### src/rtl/dpad_to_analog.sv
// D-pad to analog stick synthesizer for the 5200 player-1 pot inputs, with analog passthrough.
// Optional hold-time acceleration of the ramp step is enabled by defining DPAD_ANALOG_ACCEL_EN.

module dpad_axis #(
    parameter int STEP     = 4,
    parameter int AXIS_MAX = 127
) (
    input  logic              clk_sys,
    input  logic              reset,
    input  logic              tick,
    input  logic              force_centre,
    input  logic              pos_btn,
    input  logic              neg_btn,
    output logic signed [7:0] pos_next
);

`ifdef DPAD_ANALOG_ACCEL_EN
    // Accelerated steps reach 4*STEP, so the sum needs headroom beyond 9 bits.
    localparam int SUM_W = 11;
`else
    localparam int SUM_W = 9;
`endif

    localparam logic signed [SUM_W-1:0] MAX_S  = SUM_W'(AXIS_MAX);
    localparam logic signed [SUM_W-1:0] MIN_S  = -MAX_S;
    localparam logic signed [SUM_W-1:0] STEP_S = SUM_W'(STEP);

    typedef enum logic [1:0] {
        ST_CENTRE,
        ST_DRIVE_POS,
        ST_DRIVE_NEG,
        ST_RETURN
    } axis_state_e;

    axis_state_e             state_q, state_d;
    logic signed [7:0]       pos_q, pos_d;
    logic                    pos_only, neg_only;
    logic signed [SUM_W-1:0] pos_ext, drive_step;
    logic signed [SUM_W-1:0] sum_up, sum_dn, ret_dn, ret_up;
    logic signed [7:0]       up_sat, dn_sat, ret_val;

    // Both direction bits together count as a release, same as neither.
    assign pos_only = pos_btn & ~neg_btn;
    assign neg_only = neg_btn & ~pos_btn;

`ifdef DPAD_ANALOG_ACCEL_EN
    localparam logic signed [SUM_W-1:0] STEP2_S = SUM_W'(2 * STEP);
    localparam logic signed [SUM_W-1:0] STEP4_S = SUM_W'(4 * STEP);

    logic [2:0] hold_q, hold_d;
    logic [1:0] lvl_q, lvl_d;
    logic       drive_tick;

    assign drive_tick = tick & ~force_centre &
                        (((state_q == ST_DRIVE_POS) & pos_only) |
                         ((state_q == ST_DRIVE_NEG) & neg_only));

    always_comb begin
        case (lvl_q)
            2'd0:    drive_step = STEP_S;
            2'd1:    drive_step = STEP2_S;
            default: drive_step = STEP4_S;
        endcase
    end

    // Every eighth tick held in one DRIVE state raises the level, capped at 4*STEP.
    always_comb begin
        hold_d = hold_q;
        lvl_d  = lvl_q;
        if (force_centre || (state_d != state_q)) begin
            hold_d = '0;
            lvl_d  = '0;
        end else if (drive_tick) begin
            hold_d = hold_q + 3'd1;
            if ((hold_q == 3'd7) && (lvl_q != 2'd2))
                lvl_d = lvl_q + 2'd1;
        end
    end

    always_ff @(posedge clk_sys) begin
        if (reset) begin
            hold_q <= '0;
            lvl_q  <= '0;
        end else begin
            hold_q <= hold_d;
            lvl_q  <= lvl_d;
        end
    end
`else
    assign drive_step = STEP_S;
`endif

    assign pos_ext = {{(SUM_W-8){pos_q[7]}}, pos_q};
    assign sum_up  = pos_ext + drive_step;
    assign sum_dn  = pos_ext - drive_step;
    assign ret_dn  = pos_ext - STEP_S;
    assign ret_up  = pos_ext + STEP_S;

    // Clamp in the wide domain before truncating so the position can never wrap.
    assign up_sat = (sum_up > MAX_S) ? MAX_S[7:0] : sum_up[7:0];
    assign dn_sat = (sum_dn < MIN_S) ? MIN_S[7:0] : sum_dn[7:0];

    always_comb begin
        ret_val = '0;
        if (!pos_q[7] && (pos_ext > STEP_S))
            ret_val = ret_dn[7:0];
        else if (pos_q[7] && (pos_ext < -STEP_S))
            ret_val = ret_up[7:0];
    end

    // NOTE: every variable driven here gets a default first so no path leaves it unassigned (no latch).
    always_comb begin
        state_d = state_q;
        pos_d   = pos_q;
        if (force_centre) begin
            state_d = ST_CENTRE;
            pos_d   = '0;
        end else begin
            case (state_q)
                ST_CENTRE: begin
                    pos_d = '0;
                    if (pos_only)
                        state_d = ST_DRIVE_POS;
                    else if (neg_only)
                        state_d = ST_DRIVE_NEG;
                end
                ST_DRIVE_POS: begin
                    if (neg_only) begin
                        pos_d   = '0;
                        state_d = ST_DRIVE_NEG;
                    end else if (!pos_only)
                        state_d = ST_RETURN;
                    else if (tick)
                        pos_d = up_sat;
                end
                ST_DRIVE_NEG: begin
                    if (pos_only) begin
                        pos_d   = '0;
                        state_d = ST_DRIVE_POS;
                    end else if (!neg_only)
                        state_d = ST_RETURN;
                    else if (tick)
                        pos_d = dn_sat;
                end
                ST_RETURN: begin
                    // Re-pressing resumes from the current position unless it lies on the far side.
                    if (pos_only) begin
                        if (pos_q[7])
                            pos_d = '0;
                        state_d = ST_DRIVE_POS;
                    end else if (neg_only) begin
                        if (!pos_q[7] && (pos_q != '0))
                            pos_d = '0;
                        state_d = ST_DRIVE_NEG;
                    end else if (pos_q == '0)
                        state_d = ST_CENTRE;
                    else if (tick) begin
                        pos_d = ret_val;
                        if (ret_val == '0)
                            state_d = ST_CENTRE;
                    end
                end
                default: begin
                    state_d = ST_CENTRE;
                    pos_d   = '0;
                end
            endcase
        end
    end

    // NOTE: sequential state uses non-blocking assignments so all registers update together at the edge.
    always_ff @(posedge clk_sys) begin
        if (reset) begin
            state_q <= ST_CENTRE;
            pos_q   <= '0;
        end else begin
            state_q <= state_d;
            pos_q   <= pos_d;
        end
    end

    assign pos_next = pos_d;

endmodule

module dpad_to_analog #(
    parameter int RATE_DIV = 4096,
    parameter int STEP     = 4,
    parameter int AXIS_MAX = 127
) (
    input  logic              clk_sys,
    input  logic              reset,
    input  logic [15:0]       joy_in,
    input  logic [15:0]       joya_in,
    input  logic              cpu_halt,
    input  logic              enable,
    output logic signed [7:0] ax,
    output logic signed [7:0] ay,
    output logic              synth_active
);

    localparam int CNT_W = (RATE_DIV > 1) ? $clog2(RATE_DIV) : 1;

    logic [CNT_W-1:0]  tick_cnt;
    logic              tick;
    logic              passthrough, force_centre;
    logic signed [7:0] x_next, y_next;
    logic              unused_joy;

    assign unused_joy = ^joy_in[15:4];

    // Free-running ramp timebase; source or button changes never realign it.
    assign tick = (tick_cnt == CNT_W'(RATE_DIV - 1));

    always_ff @(posedge clk_sys) begin
        if (reset)
            tick_cnt <= '0;
        else if (tick)
            tick_cnt <= '0;
        else
            tick_cnt <= tick_cnt + 1'b1;
    end

    assign passthrough  = (joya_in != '0) | ~enable;
    assign force_centre = cpu_halt | passthrough;

    dpad_axis #(
        .STEP     (STEP),
        .AXIS_MAX (AXIS_MAX)
    ) u_axis_x (
        .clk_sys      (clk_sys),
        .reset        (reset),
        .tick         (tick),
        .force_centre (force_centre),
        .pos_btn      (joy_in[0]),
        .neg_btn      (joy_in[1]),
        .pos_next     (x_next)
    );

    dpad_axis #(
        .STEP     (STEP),
        .AXIS_MAX (AXIS_MAX)
    ) u_axis_y (
        .clk_sys      (clk_sys),
        .reset        (reset),
        .tick         (tick),
        .force_centre (force_centre),
        .pos_btn      (joy_in[2]),
        .neg_btn      (joy_in[3]),
        .pos_next     (y_next)
    );

    // Outputs take the axes' next positions so a source change shows up after exactly one edge.
    always_ff @(posedge clk_sys) begin
        if (reset || cpu_halt) begin
            ax           <= '0;
            ay           <= '0;
            synth_active <= 1'b0;
        end else if (passthrough) begin
            ax           <= joya_in[7:0];
            ay           <= joya_in[15:8];
            synth_active <= 1'b0;
        end else begin
            ax           <= x_next;
            ay           <= y_next;
            synth_active <= 1'b1;
        end
    end

endmodule

### config.mk
export PLATFORM = sky130hd
export DESIGN_NAME = dpad_to_analog
export DESIGN_NICKNAME = d
export VERILOG_FILES = /design/src/rtl/dpad_to_analog.sv
export SDC_FILE = /design/constraint.sdc
export NUM_CORES = 1
export LEC_CHECK = 0
export ABC_AREA = 1
export BUFFER_PORTS_ARGS = -buffer_cell sky130_fd_sc_hd__buf_2
export CAP_MARGIN = 20
export CORE_MARGIN = 5
export CORE_UTILIZATION = 25
export DETAILED_ROUTE_END_ITERATION = 10
export SETUP_SLACK_MARGIN = 0.3
export SKIP_LAST_GASP = 1
export SLEW_MARGIN = 20
export SYNTH_ARGS = -nofsm -noshare
export SYNTH_HDL_FRONTEND = slang
export SYNTH_SLANG_ARGS = --single-unit
### constraint.sdc
create_clock -name clk_sys -period 2.33 [get_ports clk_sys]
set_clock_uncertainty 0.15 [all_clocks]
set_input_delay 0.466 -clock clk_sys [delete_from_list [all_inputs] [get_ports clk_sys]]
set_output_delay 0.466 -clock clk_sys [all_outputs]
set_load 0.02 [all_outputs]
==> summary.txt, run 1 <==
Place
  – # port buffers: 40
  – Hpwl dp: just over 10000 um
  – Weighted congestion at the end of routability-driven global placement: 0.913

Cells and area
  – Proportion of layout cells with a drive suffix above 1: 0.316
  – Area added between synthesis and finish: 36.2%
  – Final cell utilization of the core: 0.343
  – Nets: 858
  – Number of inserted diodes: 0

Yosys
  – Most frequent cells after synthesis: 236 x nand2_1, 110 x nor2_1, 81 x inv_1
  – Syn. warnings: 0
  – Share of flip-flops with an asynchronous set or reset after synthesis: 0
  – Predominant post-synthesis flop cell: dfxtp_1
  – Cells after synthesis: 719
  – Seq/Total Area, Yosys: 0.238
  – Flip-flop and latch count after synthesis: 49
  – Netlist Area Pre-Place: between 4000 and 5000 sq um
  – Synthesized netlist net count: 767
  – EDFF count, synth: 0
  – Area share of the leading cell type in the synthesized netlist: 0.238
  – Average cell area after synthesis: 5.74 sq um
  – Cell type with the largest total area after synthesis: dfxtp_1
  – Count of cell types in the netlist: 35
  – Cell types occupying the most area after synthesis: dfxtp_1 24%, nand2_1 21%, nor2_1 10%, inv_1 7.4%, nand3_1 7.0%
  – Cell with the most instances after synthesis: nand2_1

GRT
  – Leftover overflow at the end of global routing: 0
  – Aggregate global-route resource usage: 0.139
  – Vias in the first global route: roughly 4.5k
  – Wire length of the first global-routing pass: 22200 um
  – Pin count of the biggest net entering global routing: 18
  – Antenna violations before repair: 0

Power
  – Leakage: 2.73 nW
  – Power Density: 315 nW/um^2
  – Peak supply drop: 271 uV

Worst setup path
  – Largest delay contributor family on the critical path: simple AND/OR/NAND/NOR gates
  – Cell with the largest stage delay on the worst path: dfxtp_4
  – Flop2flop setup slack: 0.23 ns
  – CP endpoint: ax[7]
  – Element type at the critical path end: flop
  – Peak per-stage delay on the critical path: ~0.39 ns
  – Critical Path Start: u_axis_x.pos_q[2]
  – Cells along the critical path: ha_4 > nand4_1 > or2_4 > ha_4 > nand3b_1 > o21ai_0 > a22oi_1 > nand2_1 > nand2_1 > a21oi_2
  – Total stage count of the critical path: 10
  – Worst-path maximum fanout: 4
  – Worst Path Class, Setup: flop to flop
  – Element type at the critical path start: flop
  – Signal arrival time at the worst endpoint: 2.13 ns
  – Endpoint of the lowest-slack register-to-register path: ax[7]
  – CP Buf/Inv Count: 0
  – RR Startpoint: u_axis_x.pos_q[2]
  – WP data required: 2.36 ns
  – Logic depth of the worst register-to-register path: 10

Floorplan
  – Total Die Area: roughly 19000 sq um
  – Ports placed on the boundary: 53
  – Floorplan row count: 47
  – Core ar.: between 15000 and 20000 sq um
  – Horizontal extent of the die: 138 um
  – Initial core utilization: 0.252
  – Die height: 138 um

Clock network
  – Max clock buf depth: 2
  – Clock root cell: clkbuf_16
  – Number of clock sinks: 49
  – Inserted Clock Buffers: 5
  – Clock slew at the register clock pins of the worst setup and hold paths: about 0.08 ns
  – Clock network latency to the later pin of the worst-skew pair: 0.30 ns
  – Hold bufs inserted after CTS: 0
  – CTS tree: built
  – Total number of H-tree levels: 2

Timing
  – Endpoints failing setup: 0
  – Setup repair after global routing missed its margin: true
  – Final period demand of the worst path: approximately 2.1 ns
  – Final number of max-transition violations: 0
  – Post-Route Setup TNS: 0 ns
  – Worst max-slew margin expressed relative to the limit: 0.739
  – Transition time at the pin with the least slew margin: between 0.3 and 0.4 ns
  – Final clock period utilization by the worst path: 0.901
  – Max frequency: 0.476 GHz
  – Final Hold Vio Count: 0

Run status
  – Run status: finished clean

Routing
  – Remaining antenna violation count after routing: 0
  – Total via count after detailed routing: 4798
  – Count of unresolved DRC violations after routing: 0
  – Iteration count of the initial detailed-routing pass: 5
  – Via-per-instance ratio: 4.65
  – Routed WL per cell: 13.3 um
  – First DRT Iteration DRCs: a little under 400
  – Routed wire length: 13700 um

Hold path
  – Classification of the worst-slack hold path: input pin to flop

Run
  – Max-cap check violation count: 0
==> metrics by stage <==
stage	std cells	power (mW)	worst slack [ns]	hold WS, ns	cell area (sq um)
detailed placement	1000	1.03	0.0368	0.294	4830
global placement	1000	1.03	0.0533	0.283	4830
finish	1031	1.77	0.230	0.265	5620
global route	1031	1.84	0.0941	0.264	5620
CTS	1029	1.78	0.214	0.255	5320
floorplan	719	0.963	0.278	0.268	4160
==> placed cells by master, fill, tap and decap left out, types with 3 or more instances in the layout <==
master and n:
nor3_1 7, nand3_2 13, o211ai_1 3, o21ai_2 3, a21oi_2 15, xor2_1 8
dfxtp_2 3, nand2_1 197, nand2_4 11, o21ai_0 13, inv_1 76, inv_4 3
nor2_4 10, nand4_1 10, clkbuf_16 5, inv_2 6, ha_4 7, nor2_2 20
o21ai_1 6, dfxtp_1 42, buf_2 40, dfxtp_4 4, nor2_1 96, nand3b_1 5
buf_4 49, nand3_1 46, buf_6 7, a21oi_1 31, nand2_2 41, ha_1 4
==> tightest hold or removal path: stages <==
cell,delay (ns)
buf_2,0.11
inv_1,0.04
a21oi_1,0.05
==> what timing repair did <==
item / in CTS / in global routing
endpoints found under the setup margin: 36 / 37
gates cloned: 1 / 0
setup buffers: 20 / 2
gates resized for setup: 53 / 88
pin swaps: 33 / 53
==> where the power goes <==
group	total [mW]	switching, mW	internal (mW)
clock network	0.746	0.342	0.404
registers	0.856	0.00760	0.848
logic	0.167	0.107	0.0599
total	1.77	0.457	1.31
==> kinds of logic after synthesis <==
| group | Yosys count | synth area share |
|---|---|---|
| AND/OR/NAND/NOR | 468 | 0.506 |
| XOR/XNOR | 12 | 0.0255 |
| flip-flops | 49 | 0.238 |
| buffers and inverters | 103 | 0.0976 |
| AO/OA/AOI/OAI | 75 | 0.0967 |
| adder cells (fa/ha/maj) | 12 | 0.0364 |
==> cell type report <==
cell class / count / area (sq um)
Tap cell: 220 / 275
Fill cell: 1808 / 10800
Clock buffer: 5 / 125
Timing Repair Buffer: 97 / 667
Inverter: 89 / 350
Multi-Input combinational cell: 568 / 3180
Sequential cell: 49 / 1000
Clock inverter: 3 / 25.0
==> sequential cells by signal, indices dropped and copies added, names as in the netlist <==
signal and count:
u_axis_x.pos_q 8, ax 8, u_axis_y.state_q 2, u_axis_x.state_q 2, tick_cnt 12, ay 8
synth_active 1, u_axis_y.pos_q 8
==> per-layer routing <==
| layer | vias to the layer above | GRT usage | wire, um |
|---|---|---|---|
| met4 | 0 | 0.0489 | 397 |
| met3 | 29 | 0.0280 | 873 |
| met1 | 2163 | 0.190 | 6290 |
| li1 | 2450 | - | - |
| met5 | - | 0 | 0 |
| met2 | 156 | 0.217 | 6160 |
==> how the worst min path moves through the flow <==
stage / startpoint / end / slack (ns) / cells after the start
floorplan: tick_cnt[0] / tick_cnt[0] / 0.27 / 1
global placement: tick_cnt[0] / tick_cnt[0] / 0.28 / 1
detailed placement: tick_cnt[0] / tick_cnt[0] / 0.29 / 1
CTS: joya_in[0] / ax[0] / 0.26 / 3
global route: joya_in[1] / ax[1] / 0.26 / 3
finish: joya_in[1] / ax[1] / 0.26 / 3
Note: power is estimated with default switching activity, not from simulation.
==> inputs of run 2 (changes only) <==
--- a/config.mk
+++ b/config.mk
@@ -11,9 +11,9 @@
 export CORE_MARGIN = 5
 export CORE_UTILIZATION = 25
 export DETAILED_ROUTE_END_ITERATION = 10
-export SETUP_SLACK_MARGIN = 0.3
+export SKIP_CTS_REPAIR_TIMING = 1
 export SKIP_LAST_GASP = 1
-export SLEW_MARGIN = 20
+export SLEW_MARGIN = 10
 export SYNTH_ARGS = -nofsm -noshare
 export SYNTH_HDL_FRONTEND = slang
 export SYNTH_SLANG_ARGS = --single-unit
==> summary.txt, run 2 (synthesis results as in run 1) <==
Clock network
  – CTS tree: built
  – Clock root cell: clkbuf_16
  – Number of clock sinks: 49
  – Max clock buf depth: 2
  – Inserted Clock Buffers: 5
  – Total number of H-tree levels: 2
  – Clock slew at the register clock pins of the worst setup and hold paths: roughly 0.070 ns
  – Clock network latency to the later pin of the worst-skew pair: 0.29 ns

Timing
  – Transition time at the pin with the least slew margin: 0.418 ns
  – Endpoints failing setup: 0
  – Final number of max-transition violations: 0
  – Final clock period utilization by the worst path: 0.949
  – Worst max-slew margin expressed relative to the limit: 0.721
  – Fin worst setup slack: 0.120 ns
  – Final Hold Vio Count: 0
  – Setup repair after global routing missed its margin: true
  – Final period demand of the worst path: around 2.2 ns
  – Max frequency: 0.452 GHz
  – Post-Route Setup TNS: 0 ns

Worst setup path
  – Worst-path maximum fanout: 6
  – Cell with the largest stage delay on the worst path: dfxtp_4
  – Element type at the critical path end: flop
  – Signal arrival time at the worst endpoint: roughly 2.2 ns
  – Worst Path Class, Setup: flop to flop
  – RR Startpoint: tick_cnt[0]
  – Peak per-stage delay on the critical path: 0.37 ns
  – Largest delay contributor family on the critical path: simple AND/OR/NAND/NOR gates
  – Most numerous cell on the critical path: nand2_2
  – Cells along the critical path: ha_4 > nand2_2 > nor2_4 > nand2_4 > nor2_8 > buf_12 > nand2_2 > nor2_1 > nand2_2 > a21oi_1 > o21ai_0 > nand2_1 > a21oi_1
  – Critical Path Start: tick_cnt[0]
  – WP data required: approximately 2.3 ns
  – Element type at the critical path start: flop
  – CP Buf/Inv Count: 1

Routing
  – Total via count after detailed routing: roughly 4.6k
  – Count of unresolved DRC violations after routing: 0
  – First DRT Iteration DRCs: 448
  – Routed wire length: 12800 um
  – Via-per-instance ratio: 4.53
  – Iteration count of the initial detailed-routing pass: 5
  – Routed WL per cell: 12.6 um
  – Remaining antenna violation count after routing: 0

Cells and area
  – Area added between synthesis and finish: 24.8%
  – Proportion of layout cells with a drive suffix above 1: 0.203
  – Area used by multi-input combinational logic: 2820 sq um
  – Leading cell types in the layout, fill and taps excluded: 228 x nand2_1, 108 x nor2_1, 79 x inv_1
  – Number of filler cells placed in the layout: 1838
  – Finished Cell Area: 5150 sq um
  – Reg area: 993 sq um
  – Most common library cell in the layout ignoring fill and taps: nand2_1
  – Max reg flops: 12
  – Final cell count without fillers: 1021
  – Largest register by flop count: tick_cnt
  – Nets: around 850
  – Number of inserted diodes: 0

Power
  – Power Density: 337 nW/um^2
  – Peak supply drop: 234 uV
  – Leakage: 2.55 nW

GRT
  – Pin count of the biggest net entering global routing: 19
  – Wire length of the first global-routing pass: approximately 22000 um
  – Antenna violations before repair: 0
  – Aggregate global-route resource usage: 0.133
  – Leftover overflow at the end of global routing: 0
  – Vias in the first global route: roughly 4.3k

Floorplan
  – Core ar.: about 16000 sq um
  – Total Die Area: ~19000 sq um
  – Ports placed on the boundary: 53
  – Die height: 138 um
  – Initial core utilization: 0.252
  – Horizontal extent of the die: 138 um
  – Floorplan row count: 47

Run
  – Max-cap check violation count: 0

Place
  – Cell Count Post-Placement: approximately 1.0k
  – Post-Place Worst Slack: 0.00992 ns
  – Weighted congestion at the end of routability-driven global placement: 0.959
  – Area post-placement: 4860 sq um
  – # port buffers: 40
  – Hpwl dp: 10200 um

Run status
  – Run status: finished clean

Hold path
  – Classification of the worst-slack hold path: input pin to flop
  – Critical hold path startpoint: joya_in[1]
-- run 2: changes by cell type in the layout (fill, tap and decap cells not counted), sizes merged --
cell / delta
buf: -9
clkbuf: +1
clkinv: -1
nor2: -1
-- run 2: layout make-up --
cell class	instances	share of cell area
well taps	220	0.0535
inverters	89	0.0654
clock buffers	6	0.0250
clock inverters	2	0.00292
repair buffers	88	0.113
multi-input cells	567	0.548
flip-flops and latches	49	0.193
-- run 2: final timing paths --
kind / endpoint / slack [ns] / depth (start not counted)
max: ax[1] / 0.12 / 13
min reg2reg: tick_cnt[0] / 0.29 / 1
min: ax[1] / 0.27 / 3
max reg2reg: ax[1] / 0.12 / 13
-- run 2: routing by layer --
| layer | vias to the layer above | wire, um | track usage |
|---|---|---|---|
| li1 | 2420 | - | - |
| met1 | 2012 | 6040 | 0.188 |
| met2 | 168 | 5660 | 0.201 |
| met3 | 29 | 814 | 0.0259 |
| met4 | 0 | 308 | 0.0504 |
| met5 | - | 0 | 0 |
-- run 2: tightest hold or removal path, stage by stage --
cell and delay (ns):
buf_2 0.10, inv_1 0.04, a21oi_1 0.05
-- run 2: through the flow --
step	hold WS [ns]	power (mW)	util
after floorplan	0.268	0.964	-
after global placement	0.283	1.03	0.296
after detailed placement	0.294	1.03	0.296
after CTS	0.266	1.75	0.305
after global routing	0.276	1.82	0.314
final	0.271	1.73	0.314
-- run 2: report_power, final --
part           internal (mW)  leakage (nW)  switching [mW]
registers              0.852         0.401         0.00724
logic                 0.0553          2.08          0.0981
clock network          0.399        0.0631           0.324
